$ cat src/rtl/addsub_arbiter.sv
// Round-robin arbiter in front of one shared add/subtract carry chain.
// The granted operation's result is captured in a one-entry valid/ready output slot.
module addsub_arbiter #(
    parameter int N_REQ = 4,
    parameter int W     = 32,
    parameter int IDW   = (N_REQ > 2) ? $clog2(N_REQ) : 1
) (
    input  logic                 clk,
    input  logic                 rst,
    input  logic [N_REQ-1:0]     req_valid,
    output logic [N_REQ-1:0]     req_ready,
    input  logic [N_REQ*W-1:0]   req_a,
    input  logic [N_REQ*W-1:0]   req_b,
    input  logic [N_REQ-1:0]     req_sub,
    output logic                 rsp_valid,
    input  logic                 rsp_ready,
    output logic [IDW-1:0]       rsp_id,
    output logic [W-1:0]         rsp_result,
    output logic                 rsp_cout,
    output logic                 rsp_ovf
);

    localparam logic ST_EMPTY = 1'b0;
    localparam logic ST_FULL  = 1'b1;

    logic             state;
    logic [IDW-1:0]   last_grant;
    logic [N_REQ-1:0] grant;
    logic [IDW-1:0]   gidx;
    logic             found;
    logic [IDW-1:0]   sel;
    logic             can_accept;
    logic             accept;
    logic [W-1:0]     op_a;
    logic [W-1:0]     op_b;
    logic             op_sub;
    logic [W-1:0]     bx;
    logic [W:0]       sum;
    logic             ovf;

    // Search starts one past the last winner and wraps, so every requester
    // is reached within N_REQ accepts.
    always_comb begin
        grant = '0;
        gidx  = '0;
        found = 1'b0;
        sel   = '0;
        for (int k = 1; k <= N_REQ; k++) begin
            sel = IDW'((int'(last_grant) + k) % N_REQ);
            if (!found && req_valid[sel]) begin
                found      = 1'b1;
                grant[sel] = 1'b1;
                gidx       = sel;
            end
        end
    end

    assign can_accept = !rst && ((state == ST_EMPTY) || rsp_ready);
    assign req_ready  = can_accept ? grant : '0;
    assign accept     = |(req_valid & req_ready);

    always_comb begin
        op_a   = '0;
        op_b   = '0;
        op_sub = 1'b0;
        for (int i = 0; i < N_REQ; i++) begin
            if (grant[i]) begin
                op_a   = req_a[i*W +: W];
                op_b   = req_b[i*W +: W];
                op_sub = req_sub[i];
            end
        end
    end

    // Subtraction is A + ~B + 1: invert B and feed sub as carry-in.
    assign bx  = op_sub ? ~op_b : op_b;
    assign sum = {1'b0, op_a} + {1'b0, bx} + {{W{1'b0}}, op_sub};
    assign ovf = (op_a[W-1] == bx[W-1]) && (sum[W-1] != op_a[W-1]);

    always_ff @(posedge clk) begin
        if (rst) begin
            state      <= ST_EMPTY;
            last_grant <= IDW'(N_REQ - 1);
            rsp_id     <= '0;
            rsp_result <= '0;
            rsp_cout   <= 1'b0;
            rsp_ovf    <= 1'b0;
        end else if (accept) begin
            state      <= ST_FULL;
            last_grant <= gidx;
            rsp_id     <= gidx;
            rsp_result <= sum[W-1:0];
            rsp_cout   <= sum[W];
            rsp_ovf    <= ovf;
        end else if (state == ST_FULL && rsp_ready) begin
            state <= ST_EMPTY;
        end
    end

    assign rsp_valid = (state == ST_FULL);

endmodule

$ cat config.mk
export PLATFORM = sky130hd
export DESIGN_NAME = addsub_arbiter
export DESIGN_NICKNAME = d
export VERILOG_FILES = /design/src/rtl/addsub_arbiter.sv
export SDC_FILE = /design/constraint.sdc
export NUM_CORES = 1
export LEC_CHECK = 0
export ABC_AREA = 1
export ABC_CLOCK_PERIOD_IN_PS = 4560
export BUFFER_PORTS_ARGS = -buffer_cell sky130_fd_sc_hd__buf_2
export CAP_MARGIN = 5
export CORE_ASPECT_RATIO = 0.5
export CORE_MARGIN = 8
export CORE_UTILIZATION = 30
export CTS_CLUSTER_DIAMETER = 150
export DETAILED_ROUTE_END_ITERATION = 10
export SLEW_MARGIN = 15
export SYNTH_ARGS = -nofsm -noshare
export SYNTH_HDL_FRONTEND = slang
export SYNTH_SLANG_ARGS = --single-unit
$ cat constraint.sdc
create_clock -name clk -period 4.56 [get_ports clk]
set_input_delay 0.912 -clock clk [delete_from_list [all_inputs] [get_ports clk]]
set_output_delay 0.912 -clock clk [all_outputs]
set_load 0.02 [all_outputs]
==> results.ini, run 1 <==
[layout]
antenna_cells = 0
drive_above_1_share_pct = 47.7
ff_latch_area_um2 = 781
multi_input_area_mm2 = 0.00494
layout.nets = 1661
fillCellCount = 1890
areaGrowthSynthToFinish_pct = 72.5

[routing]
drt_iter0_markers = 638
via_per_inst = 5.15
first_pass_iters = 5
ant_nets = 0
finalWirelength_um = 30700
wl_per_cell_um = 19.2
num_vias = 8218
drc = 0

[worst_setup_path]
rr_startpoint = last_grant[0]$_SDFFE_PP1P_
critPathBufInv = 7
cp_common_cell = o21ai_2
end_kind = register
path_delay_family = compound AO/OA/AOI/OAI gates
start_kind = input pin
crit_cells = 32
ff2ff_path_depth = 32
ff2ff_setup_slack_ns = 0.13
cpMaxStageDelayCell = fa_2
crit_type = in2reg
crit_start = req_valid[2]
cp.required_ns = 4.74
path_max_fanout = 6
crit_path_max_incr_delay_ns = 0.41
worstPathArrival_ns = 4.73

[worst_hold_path]
holdPathStages = 2
hp-class = reg2reg
hp-start = rsp_id[0]$_SDFFE_PP0P_

[logic_synthesis]
netlist-cell-type-count = 40
yosys-top-cells-count = nand2_1 (159), o21ai_0 (132), a21oi_1 (89), inv_1 (75), nor2_1 (67)
synth_fp_nets = 1207
postSynthCellCount = 900
synth-main-ff-cell = dfxtp_1
ys_ff_latch = 39
synth_top_area_share_pct = 13.8
synth_area_leaders = dfxtp_1 (14%), o21ai_0 (12%), nand2_1 (11%)
synth_edf_count = 0
yosys_warnings = 0
yosys.area.top_type = dfxtp_1
syn_area_mm2 = 0.00564
seq_area_frac_synth_pct = 13.8
syn_avg_cell_area_um2 = 6.27
synth_async_sr_flop_share_pct = 0
yosysMostFrequentCell = nand2_1

[clock_network]
cts_hold_buf = 0
cts_tree = done
clk_pin_slew_ns = 0.07
clockBufferDepth = 2
numCtsBuffers = 5
clock_latency_ns = 0.29
clkSinkCount = 39
cts-htree-levels = 2
cts_root_buf = clkbuf_16

[sta]
hold_viol = 0
fin_worst_skew_ns = 0.0101
max_freq_mhz = 220
fin_crit_sh_pct = 99.7
rsz0062_at_grt = true
totalNegativeSetupSlack_ns = 0
finalCriticalPeriod_ns = 4.55
whs_ns = 0.465
setup_viol = 0
worst_pin_slew_ns = 0.480
slew_viol_final = 0
max_slew_margin_pct = 67.7

[grt]
grt.total_usage_pct = 23.5
grt_pass1_wl_um = 44900
grt_max_degree = 54
grt_antenna_before_repair = 1
grt_pass1_vias = 8011
grt_overflow = 0

[floorplanning]
fp-row-count = 35
die-area_mm2 = 0.0237
ioPinCount = 308
dieWidth_um = 210
fp.dieH_um = 113
core_mm2 = 0.0184
initial_utilization_pct = 30.7

[place]
portBuffers = 307
hpwl_um = 25400
globalplace.congestion = 0.945

[run_status]
status = finished clean

[run]
drv_cap = 0

==> cell usage in the layout (no fill, tap or decap), types with 8 or more instances in the layout <==
cell type,n
nor2_1,62
buf_6,11
a21oi_1,72
buf_12,10
a221oi_1,26
buf_2,303
xnor2_2,8
nand2_4,13
a21oi_2,16
dfxtp_1,39
nand2_2,24
nand3_1,19
o21ai_1,21
a22oi_1,29
xnor2_1,29
a31oi_1,8
o21ai_2,11
xor2_1,14
nand2_1,137
inv_1,67
o21ai_0,107
buf_4,170
a21o_1,25
ha_1,37
==> repair_timing <==
| item | CTS | global route |
|---|---|---|
| pin swaps | 9 | 57 |
| cloned | 1 | 3 |
| setup buffers | 6 | 23 |
| setup endpoints to repair | 7 | 23 |
| resized for setup | 19 | 159 |
==> registers in the layout (all words and copies together), names as in the netlist <==
signal      count
rsp_valid       1
rsp_result     32
last_grant      2
rsp_id          2
rsp_cout        1
rsp_ovf         1
==> layer usage <==
layer	GRT usage (%)	up-vias	share of wire [%]	routed length (um)
met4	3.18	2	0.95	292
met5	0	-	0.042	13
li1	-	4039	-	-
met3	3.15	24	8.3	2550
met1	34.7	3804	48	14600
met2	36.5	349	43	13200
==> through the flow <==
step / setup WS, ns / cells / cell area, um2 / util (%)
after global routing: -0.218 / 1595 / 9730 / 52.9
after global placement: -0.319 / 1554 / 8580 / 46.6
after floorplan: -0.0518 / 900 / 5680 / -
after detailed placement: -0.469 / 1554 / 8580 / 46.6
final: 0.0126 / 1595 / 9730 / 52.9
after CTS: 0.00697 / 1569 / 8870 / 48.2
==> kinds of logic after synthesis <==
group | after synthesis | synth area share, %
XOR/XNOR | 53 | 8.23
AO/OA/AOI/OAI | 349 | 37.3
buffers and inverters | 133 | 9.51
flip-flops | 39 | 13.8
AND/OR/NAND/NOR | 286 | 22.2
adder cells (fa/ha/maj) | 40 | 9.00
==> area by class of cell <==
cell class,instances,area share (%)
Sequential cell,39,8.02
Clock inverter,3,0.257
Timing Repair Buffer,501,33.4
Inverter,78,3.14
Clock buffer,5,1.29
Multi-Input combinational cell,729,50.8
Tap cell,240,3.09
==> worst register-to-register path, delay by kind of cell, from the launching register on <==
family,cells,cell delay (ns)
AOI/OAI and AO/OA,13,1.70
xor gates and xnor gates,1,0.15
adders and majority gates,1,0.35
buffers and inverters,6,0.82
DFF,1,0.32
and+or+nand+nor,11,0.96
==> path summary, 6_finish.rpt <==
path,to
min,rsp_id[0]$_SDFFE_PP0P_
min reg2reg,rsp_id[0]$_SDFFE_PP0P_
max,rsp_result[30]$_SDFFE_PP0P_
max reg2reg,rsp_result[30]$_SDFFE_PP0P_
Power of run 1 is not shown: default switching activity piles up to over one toggle a cycle in this logic, so the estimate is an artifact.
==> run 2, diff against run 1 <==
--- a/config.mk
+++ b/config.mk
@@ -14,6 +14,7 @@
 export CORE_UTILIZATION = 30
 export CTS_CLUSTER_DIAMETER = 150
 export DETAILED_ROUTE_END_ITERATION = 10
+export MAX_ROUTING_LAYER = met4
 export SLEW_MARGIN = 15
 export SYNTH_ARGS = -nofsm -noshare
 export SYNTH_HDL_FRONTEND = slang
==> results.ini, run 2 (synthesized netlist as in run 1, its figures left out) <==
[worst_hold_path]
hp-class = reg2reg  ; unchanged

[clock_network]
clk_pin_slew_ns = 0.06  ; was 0.07 ns
cts_tree = done  ; unchanged
clockBufferDepth = 2  ; unchanged
cts-htree-levels = 2  ; unchanged
clkSinkCount = 39  ; unchanged
cts_root_buf = clkbuf_16  ; unchanged
numCtsBuffers = 5  ; unchanged
clock_latency_ns = 0.28  ; was 0.29 ns

[layout]
layout.nets = 1649  ; was 1661
ff_latch_area_um2 = 782  ; was 781 um2
final_core_util_pct = 50.8  ; was 52.9%
largest-register = rsp_result  ; unchanged
final_area_mm2 = 0.00935  ; was 0.00973 mm2
reg_top3 = rsp_result: 32 flops, last_grant: 2 flops, rsp_id: 2 flops  ; unchanged
fillCellCount = 1920  ; was 1890
multi_input_area_mm2 = 0.00474  ; was 0.00494 mm2
largest_reg_flops = 32  ; unchanged
layout_common_cells = buf_2 (303), buf_4 (170), nand2_1 (144), o21ai_0 (106), a21oi_1 (76)  ; was buf_2 (303), buf_4 (170), nand2_1 (137), o21ai_0 (107), a21oi_1 (72)
final_common_cell = buf_2  ; unchanged
areaGrowthSynthToFinish_pct = 65.7  ; was 72.5%
drive_above_1_share_pct = 45.3  ; was 47.7%

[worst_setup_path]
cp.required_ns = 4.73  ; was 4.74 ns
path_max_fanout = 6  ; unchanged
cp_common_cell = o21ai_2  ; unchanged
cpMaxStageDelayCell = xnor2_1  ; was fa_2
crit_path_max_incr_delay_ns = 0.31  ; was 0.41 ns
start_kind = input pin  ; unchanged
path_delay_family = compound AO/OA/AOI/OAI gates  ; unchanged
worstPathArrival_ns = 4.64  ; was 4.73 ns
crit_type = in2reg  ; unchanged
end_kind = register  ; unchanged
critPathBufInv = 4  ; was 7

[routing]
wl_per_cell_um = 19.4  ; was 19.2 um
num_vias = 8116  ; was 8218
ant_nets = 0  ; unchanged
via_per_inst = 5.12  ; was 5.15
first_pass_iters = 5  ; unchanged
finalWirelength_um = 30700  ; about the same
drc = 0  ; unchanged
drt_iter0_markers = 665  ; was 638

[floorplanning]
ioPinCount = 308  ; unchanged
dieWidth_um = 210  ; unchanged
initial_utilization_pct = 30.7  ; unchanged
core_mm2 = 0.0184  ; unchanged
fp-row-count = 35  ; unchanged
fp.dieH_um = 113  ; unchanged
die-area_mm2 = 0.0237  ; unchanged

[place]
placed_area_mm2 = 0.00860  ; was 0.00858 mm2
hpwl_um = 25900  ; was 25400 um
portBuffers = 307  ; unchanged
globalplace.congestion = 0.976  ; was 0.945
dp_slack_ns = -0.433  ; was -0.469 ns

[grt]
grt_max_degree = 43  ; was 54
grt_pass1_vias = 8046  ; was 8011
grt_pass1_wl_um = 45200  ; was 44900 um
grt_overflow = 0  ; unchanged
top_usage_layer = met2  ; unchanged
use_met1_pct = 34.4  ; was 34.7%
grt_antenna_before_repair = 2  ; was 1
grtUsageMet2_pct = 37.1  ; was 36.5%
grt.total_usage_pct = 24.4  ; was 23.5%
use_met3_pct = 3.61  ; was 3.15%

[sta]
totalNegativeSetupSlack_ns = 0  ; unchanged
setup_viol = 0  ; unchanged
max_freq_mhz = 224  ; was 220 MHz
fin_crit_sh_pct = 98.1  ; was 99.7%
rsz0062_at_grt = true  ; unchanged
fin_ws_ns = 0.0870  ; was 0.0126 ns
hold_viol = 0  ; unchanged
slew_viol_final = 0  ; unchanged
max_slew_margin_pct = 69.8  ; was 67.7%
fin_worst_skew_ns = 0.00527  ; was 0.0101 ns
worst_pin_slew_ns = 0.448  ; was 0.480 ns
finalCriticalPeriod_ns = 4.47  ; was 4.55 ns

[run]
drv_cap = 0  ; unchanged

[run_status]
status = finished clean  ; unchanged

==> run 2: changes by cell type in the layout (fill, tap and decap cells not counted), sizes merged <==
cell,change
buf,-11
diode,+2
clkinv,-1
clkbuf,+1
nand2,-1
==> run 2: worst paths after layout <==
check,startpoint,endpoint,slack [ns],cells after the start
max,req_valid[2],rsp_result[30]$_SDFFE_PP0P_,0.09,29
min,rsp_id[0]$_SDFFE_PP0P_,rsp_id[0]$_SDFFE_PP0P_,0.46,2
max reg2reg,last_grant[1]$_SDFFE_PP1P_,rsp_result[30]$_SDFFE_PP0P_,0.14,30
min reg2reg,rsp_id[0]$_SDFFE_PP0P_,rsp_id[0]$_SDFFE_PP0P_,0.46,2
==> run 2: repair_timing <==
| item | 4_1_cts | 5_1_grt |
|---|---|---|
| buffers inserted | 0 | 13 |
| pin swaps | 0 | 29 |
| setup endpoints to repair | 6 | 22 |
| hold buffers | 0 | 0 |
| hold endpoints to repair | 0 | 0 |
| gates resized for setup | 8 | 120 |
| cloned | 0 | 2 |
==> run 2: layout make-up <==
type,instances,area share [%]
repair buffers,490,32.9
diodes,2,0.0535
clock buffers,6,1.38
flip-flops and latches,39,8.37
well taps,240,3.21
inverters,78,3.21
multi-input cells,728,50.7
clock inverters,2,0.134
==> run 2: metrics by stage <==
| stage | hold WS, ns | instances |
|---|---|---|
| floorplan | 0.541 | 900 |
| global placement | 0.451 | 1560 |
| detailed placement | 0.455 | 1560 |
| CTS | 0.466 | 1568 |
| global route | 0.484 | 1585 |
| finish | 0.463 | 1585 |
==> run 2: tightest hold or removal path: stages, from the launching register on <==
cell and delay (ns):
dfxtp_1 0.31, nand2_1 0.06, a21oi_1 0.05
==> run 2: per-layer routing <==
layer | up-vias | routed length (um)
met5 | - | 0
met4 | 0 | 201
met3 | 21 | 2370
met2 | 331 | 13400
met1 | 3751 | 14700
li1 | 4013 | -
Power of run 2 is left out for the same reason.
